File: src/rtl/key_replay_tx.sv
// Keypad digit replay source: holds eight 4-bit digits and plays them out as
// timed key presses on a key/pressed pair that a digit-capture register can sample.
module key_replay_tx #(
    parameter int PRESS_CYC = 4,
    parameter int GAP_CYC   = 4
) (
    input  logic       clk,
    input  logic       clr,
    input  logic       wr_en,
    input  logic [2:0] wr_sel,
    input  logic [3:0] wr_data,
    input  logic [3:0] len,
    input  logic       start,
    input  logic       abort,
    output logic [3:0] key,
    output logic       pressed,
    output logic       busy,
    output logic [2:0] idx,
    output logic       done
);

    typedef enum logic [1:0] {
        IDLE  = 2'd0,
        PRESS = 2'd1,
        GAP   = 2'd2
    } state_t;

    localparam logic [7:0] PRESS_LOAD = 8'(PRESS_CYC - 1);
    localparam logic [7:0] GAP_LOAD   = 8'(GAP_CYC - 1);

    state_t     state_r, state_s;
    logic [7:0] cnt_r, cnt_s;
    logic [2:0] idx_r, idx_s;
    logic [2:0] last_r, last_s;
    logic [3:0] key_r, key_s;
    logic       pressed_r, pressed_s;
    logic       busy_r, busy_s;
    logic       done_r, done_s;
    logic [3:0] slot_r [8];
    logic [3:0] eff_len_s;
    logic [2:0] next_idx_s;

    // Next-state and next-output computation; every output is registered below.
    always_comb begin
        state_s    = state_r;
        cnt_s      = cnt_r;
        idx_s      = idx_r;
        last_s     = last_r;
        key_s      = key_r;
        pressed_s  = pressed_r;
        busy_s     = busy_r;
        done_s     = 1'b0;
        eff_len_s  = (len > 4'd8) ? 4'd8 : len;
        next_idx_s = idx_r + 3'd1;

        case (state_r)
            IDLE: begin
                // abort is deliberately not looked at here: start wins in IDLE
                if (start) begin
                    if (eff_len_s == 4'd0) begin
                        done_s = 1'b1;
                    end else begin
                        state_s   = PRESS;
                        cnt_s     = PRESS_LOAD;
                        idx_s     = 3'd0;
                        last_s    = 3'(eff_len_s - 4'd1);
                        key_s     = slot_r[0];
                        pressed_s = 1'b1;
                        busy_s    = 1'b1;
                    end
                end else begin
                    state_s = IDLE;
                end
            end
            PRESS: begin
                if (abort) begin
                    state_s   = IDLE;
                    idx_s     = 3'd0;
                    key_s     = 4'd0;
                    pressed_s = 1'b0;
                    busy_s    = 1'b0;
                end else if (cnt_r == 8'd0) begin
                    state_s   = GAP;
                    cnt_s     = GAP_LOAD;
                    pressed_s = 1'b0;
                end else begin
                    cnt_s = cnt_r - 8'd1;
                end
            end
            GAP: begin
                if (abort) begin
                    state_s   = IDLE;
                    idx_s     = 3'd0;
                    key_s     = 4'd0;
                    pressed_s = 1'b0;
                    busy_s    = 1'b0;
                end else if (cnt_r != 8'd0) begin
                    cnt_s = cnt_r - 8'd1;
                end else if (idx_r == last_r) begin
                    state_s = IDLE;
                    idx_s   = 3'd0;
                    key_s   = 4'd0;
                    busy_s  = 1'b0;
                    done_s  = 1'b1;
                end else begin
                    state_s   = PRESS;
                    cnt_s     = PRESS_LOAD;
                    idx_s     = next_idx_s;
                    key_s     = slot_r[next_idx_s];
                    pressed_s = 1'b1;
                end
            end
            default: begin
                state_s   = IDLE;
                cnt_s     = 8'd0;
                idx_s     = 3'd0;
                key_s     = 4'd0;
                pressed_s = 1'b0;
                busy_s    = 1'b0;
            end
        endcase
    end

    // Control and output registers with synchronous active-low clear.
    always_ff @(posedge clk) begin
        if (!clr) begin
            state_r   <= IDLE;
            cnt_r     <= 8'd0;
            idx_r     <= 3'd0;
            last_r    <= 3'd0;
            key_r     <= 4'd0;
            pressed_r <= 1'b0;
            busy_r    <= 1'b0;
            done_r    <= 1'b0;
        end else begin
            state_r   <= state_s;
            cnt_r     <= cnt_s;
            idx_r     <= idx_s;
            last_r    <= last_s;
            key_r     <= key_s;
            pressed_r <= pressed_s;
            busy_r    <= busy_s;
            done_r    <= done_s;
        end
    end

    // Digit store: writable only while idle so a running replay cannot change.
    always_ff @(posedge clk) begin
        if (!clr) begin
            for (int i = 0; i < 8; i++) begin
                slot_r[i] <= 4'd0;
            end
        end else if (wr_en && (state_r == IDLE)) begin
            slot_r[wr_sel] <= wr_data;
        end else begin
            slot_r <= slot_r;
        end
    end

    assign key     = key_r;
    assign pressed = pressed_r;
    assign busy    = busy_r;
    assign idx     = idx_r;
    assign done    = done_r;

endmodule

File: config.mk
export PLATFORM = sky130hd
export DESIGN_NAME = key_replay_tx
export DESIGN_NICKNAME = d
export VERILOG_FILES = /design/src/rtl/key_replay_tx.sv
export SDC_FILE = /design/constraint.sdc
export NUM_CORES = 1
export LEC_CHECK = 0
export ABC_AREA = 1
export CAP_MARGIN = 5
export CORE_MARGIN = 4
export CORE_UTILIZATION = 60
export DETAILED_ROUTE_END_ITERATION = 10
export HOLD_SLACK_MARGIN = 0.08
export PLACE_DENSITY = 0.82
export SYNTH_ARGS = -nofsm -noshare
export SYNTH_HDL_FRONTEND = slang
export SYNTH_SLANG_ARGS = --single-unit
export TNS_END_PERCENT = 10
File: constraint.sdc
create_clock -name clk -period 2.8 [get_ports clk]
set_input_delay 0.42 -clock clk [delete_from_list [all_inputs] [get_ports clk]]
set_output_delay 0.42 -clock clk [all_outputs]
set_load 0.01 [all_outputs]
* Yosys cells after proc, flatten, opt, wreduce, memory -nomap -nowiden
Index checks and enable logic that the tools add are counted.
Storage, ports and cells: register bits after elaboration 55, latch bits 0, bits in writable memories 0, ROM bits 0, bits of input ports 16, output and inout port bits 10, word-level logic and storage cells 108, memories 0
Operators by class: add/subtract/negate cells 3, multiply operators 0, divide/modulo/power cells 0, $lt $le $gt $ge 4, equal/unequal tests 14, shift operators 0, mux-type cells 56, bitwise operators 3, reduce and logical (&&, ||, !) cells 12
Operators by type and width (count):
- two-way mux 8 bit | 7
- two-way mux 4 bit | 10
- bitwise mux 32 bit | 1
- case mux 8 bit (3 select lines) | 1
- two-way mux 3 bit | 6
- != test 3 bit, second input constant | 6
- two-way mux 1 bit | 17
- AND reduction 5 bit | 3
- binary-select mux 4 bit (select 3 bit) | 1
- demux 4 bit (select 3 bit) | 1
- two-way mux 2 bit | 6
- case mux 4 bit (3 select lines) | 1
- != test 2 bit, second input constant | 5
- case mux 3 bit (3 select lines) | 1
- greater-or-equal comparator 4 bit, second input constant | 2
- zero test 8 bit | 1
- inverter 3 -> 4 bit | 2
- nonzero test 8 bit | 1
- subtractor 8 x 1 -> 8 bit, second input constant | 1
- case mux 1 bit (3 select lines) | 2
- case mux 2 bit (3 select lines) | 1
- AND reduction 3 bit | 2
- greater-than comparator 4 bit, second input constant | 1
- zero test 4 bit | 1
- 11 further kinds | 12

* Longest topological paths before layout
depth after elaboration 9, mapped depth 12, mapped depth without buffers 12

* Worst setup path after synthesis
OpenSTA, ideal clock, no wires.
path kind input to register, start input port len[0], end register cnt_r[1], setup time 118 ps, arrival 1739 ps, required time 2682 ps, setup slack 943 ps, cell stages on the path 11, path buffers 1, path through o31ai_1 -> nand2_1 -> ha_1 -> nand2_1 -> nand2_1 -> nand2_1 -> o21a_1 -> nand2_2 -> buf_6 -> o21ai_1 -> a21oi_2
On the way: word-level cells in the longest chain between the ends 5
Ends and longest elaborated chain:
- start: declaration | RTL line 12 | input logic [3:0] len,
- greater-than comparator 4 bit | RTL line 53 | eff_len_s = (len > 4'd8) ? 4'd8 : len;
- two-way mux 4 bit * | RTL line 53
- zero test 4 bit * | RTL line 60 | if (eff_len_s == 4'd0) begin
- != test 2 bit (no source line) *
- AND reduction 5 bit (no source line) *
- end signal: assignment | RTL line 137 | cnt_r <= cnt_s;
- end: declaration | RTL line 32 | logic [7:0] cnt_r, cnt_s;
Every way passes the cells marked *; elsewhere a longest branch is shown, timed or not. A chain may end at the register's enable or synchronous reset.

* Worst setup path in the final report
start input port len[0], end register cnt_r[0]
Same word-level chain as after synthesis.

==> metrics.cfg <==
[yosys]
netlist_instances = 413
synth_top_area_share_pct = 39.1
synth.top_cells.by_area = dfxtp_1 (39%), nand2_1 (9.5%), inv_1 (8.7%), a21oi_1 (7.1%), o21ai_0 (6.6%)
synth.cell_area_um2 = 2820
ys.flop_type = dfxtp_1
yosysUniqueCellTypes = 31
ys_ff_latch = 55
synthTopCellsByCount = nand2_1 (71), inv_1 (65), dfxtp_1 (55)
synth-edff-count = 0
yosys_warnings = 0
syn-num-nets = 433
synth-async-reset-ratio_pct = 0
yosys.area.top_type = dfxtp_1
syn_area_per_cell_um2 = 6.82
synth-seq-area-share_pct = 39.1
yosysMostFrequentCell = nand2_1

[power_and_ir_drop]
clkPwrFrac_pct = 28.7
p_int_w = 0.00130
swShare_pct = 31.2
worst_ir_drop_vdd_mv = 0.310
combPwrFrac_pct = 25.6
total_power_w = 0.00189
power_density_nw_per_um2 = 587
seqPwrFrac_pct = 45.7
power.net_switching_w = 0.000589
p_leak_nw = 1.33

[sta]
layout_min_cycle_time_ns = 2.21
grt_setup_unrepaired = false
worst_slew_pin_slew_ns = 0.412
final.setup.tns_ns = 0
period_share_pct = 78.8
drv_slew = 0
fin_ws_ns = 0.594
timing.slew.headroom_pct = 72.5
hold_viol = 0
skew_ns = 0.00531
setup_viol = 0
fmax_mhz = 453

[finish]
final_cell_area_um2 = 3220
regArea_um2 = 1100
syn_to_final_growth_pct = 14.2
multi_input_area_um2 = 1400
final_nets = 458
n_fill_cell = 392
diodes = 0
drive_gt1_share_pct = 8.20

[clocking]
cts_max_level = 2
clock-sinks = 55
numCtsBuffers = 5
clk_path_buf_depth = 2
clk_latency_ns = 0.31
ctsHoldBuffers = 0
cts-resized-gates = 0
cts_tree = done
post_cts_buffers = 0
cts_root_buf = clkbuf_8
cts.reportedPaths.clkPinSlew_ns = 0.09

[die]
num_io_pins = 26
die-width_um = 76.5
start_util_pct = 63.3
row_count = 24
die_y_um = 76.5
dieArea_um2 = 5850
core_um2 = 4440

[setup_path]
reg2reg_slack_ns = 1.00
critPathMaxFanout = 12
worst-r2r-cell-count = 10
crit_required_ns = 3.01
cp-end-kind = flop
worst_ep_arrival_time_ns = 2.42
crit_path_start_kind = input port
rr_startpoint = idx[0]
timing.rr.end = cnt_r[7]
worstSetupPathType = in -> reg

[route]
routedWlPerCell_um = 12.3
vias = 2594
wirelength_um = 6060
ant_nets = 0
first_pass_iters = 4
drc = 0
viasPerCell = 5.28
drtIter0Drc = 137

[worst_hold_path]
worstHoldStart = slot_r[7]
hp-class = reg -> reg
holdPathStages = 2
holdPathEnd = slot_r[7]

[global_routing]
grt_pass1_vias = 2480
grt_max_degree = 45
grt_pass1_wl_um = 10800
antenna_found_initial = 0
grtUsageTotal_pct = 22.0
grt_overflow = 0

[place]
io_buffers = 25
place_area_um2 = 3100
pre_cts_slack_ns = 0.261
gp_congestion = 0.862
place_hpwl_um = 4420

[flow_run]
maxCapViolations = 0

[status]
status = complete, no violations

## kinds of logic (layout without fill, tap and decap cells)
kind of cell	count (synthesis)	in the layout	synth area share [%]
AOI/OAI and AO/OA	101	101	19.6
xor gates and xnor gates	5	5	1.56
adders and majority gates	4	4	1.78
buffers and inverters	79	105	11.3
DFF	55	55	39.1
and+or+nand+nor	169	169	26.7
## how the worst max path moves through the flow
| stage | slack [ns] | cells past startpoint | start | end |
|---|---|---|---|---|
| floorplan | 0.94 | 11 | len[0] | cnt_r[1] |
| global placement | 0.34 | 13 | len[0] | cnt_r[0] |
| detailed placement | 0.26 | 13 | len[0] | cnt_r[0] |
| CTS | 0.59 | 13 | len[0] | cnt_r[0] |
| global route | 0.35 | 13 | len[0] | cnt_r[0] |
| finish | 0.59 | 13 | len[0] | cnt_r[0] |
## routing by layer
| metal | global-route usage, % | vias to the layer above | wire, um |
|---|---|---|---|
| met5 | 0 | - | 0 |
| met4 | 8.51 | 0 | 98 |
| met3 | 4.14 | 10 | 260 |
| met2 | 39.5 | 59 | 2980 |
| met1 | 25.7 | 1159 | 2730 |
| li1 | - | 1366 | - |
## final cells by class
class | instances | area share [%]
multi-input cells | 279 | 43.4
flip-flops and latches | 55 | 34.2
repair buffers | 28 | 8.48
inverters | 69 | 8.21
clock buffers | 6 | 2.57
well taps | 52 | 2.02
clock inverters | 2 | 1.09
## cells in the final DEF (no fill, tap or decap), types with 2 or more instances in the layout
| cell | count |
|---|---|
| inv_1 | 65 |
| inv_2 | 3 |
| buf_4 | 3 |
| nor2_4 | 5 |
| nor2_1 | 48 |
| xnor2_1 | 2 |
| nand3_1 | 29 |
| o21ai_1 | 7 |
| ha_1 | 4 |
| nor2_2 | 7 |
| o211ai_1 | 8 |
| nand2_1 | 71 |
| xor2_1 | 3 |
| clkbuf_8 | 6 |
| nand2_2 | 5 |
| nand4_1 | 2 |
| a21oi_1 | 40 |
| o21ai_0 | 37 |
| clkdlybuf4s50_1 | 25 |
| dfxtp_1 | 55 |
| o31ai_1 | 2 |
| a21oi_2 | 2 |
## sequential cells by signal, summed over array words and instances (netlist names)
name and cells:
key 4, state_r 2, cnt_r 8, idx 3
pressed 1, done 1, last_r 3, busy 1
slot_r 32
## stage by stage
step / utilization (%) / std cells / hold slack [ns]
6_report: 72.4 / 491 / 0.455
2_1_floorplan: - / 413 / 0.429
5_1_grt: 72.4 / 491 / 0.475
3_3_place_gp: 69.7 / 483 / 0.439
3_5_place_dp: 69.7 / 483 / 0.445
4_1_cts: 72.4 / 491 / 0.459
## critical path, cell delays in order
cell and delay (ns):
clkdlybuf4s50_1 0.42, o31ai_1 0.30, nand2_1 0.12, ha_1 0.24
nand2_1 0.12, nand2_1 0.07, nand2_1 0.10, o21a_1 0.14
nand2_2 0.15, inv_1 0.17, nand2_1 0.07, nand2_1 0.06
nor2_1 0.04
## power by group through the flow
stage / Sequential (W) / Clock, W / Combinational (W)
after global routing: 0.000870 / 0.000589 / 0.000545
after detailed placement: 0.000881 / 0 / 0.000480
final: 0.000863 / 0.000541 / 0.000484
after global placement: 0.000879 / 0 / 0.000468
after CTS: 0.000862 / 0.000552 / 0.000483
after floorplan: 0.000879 / 0 / 0.000360
(Power assumes the default switching activity.)
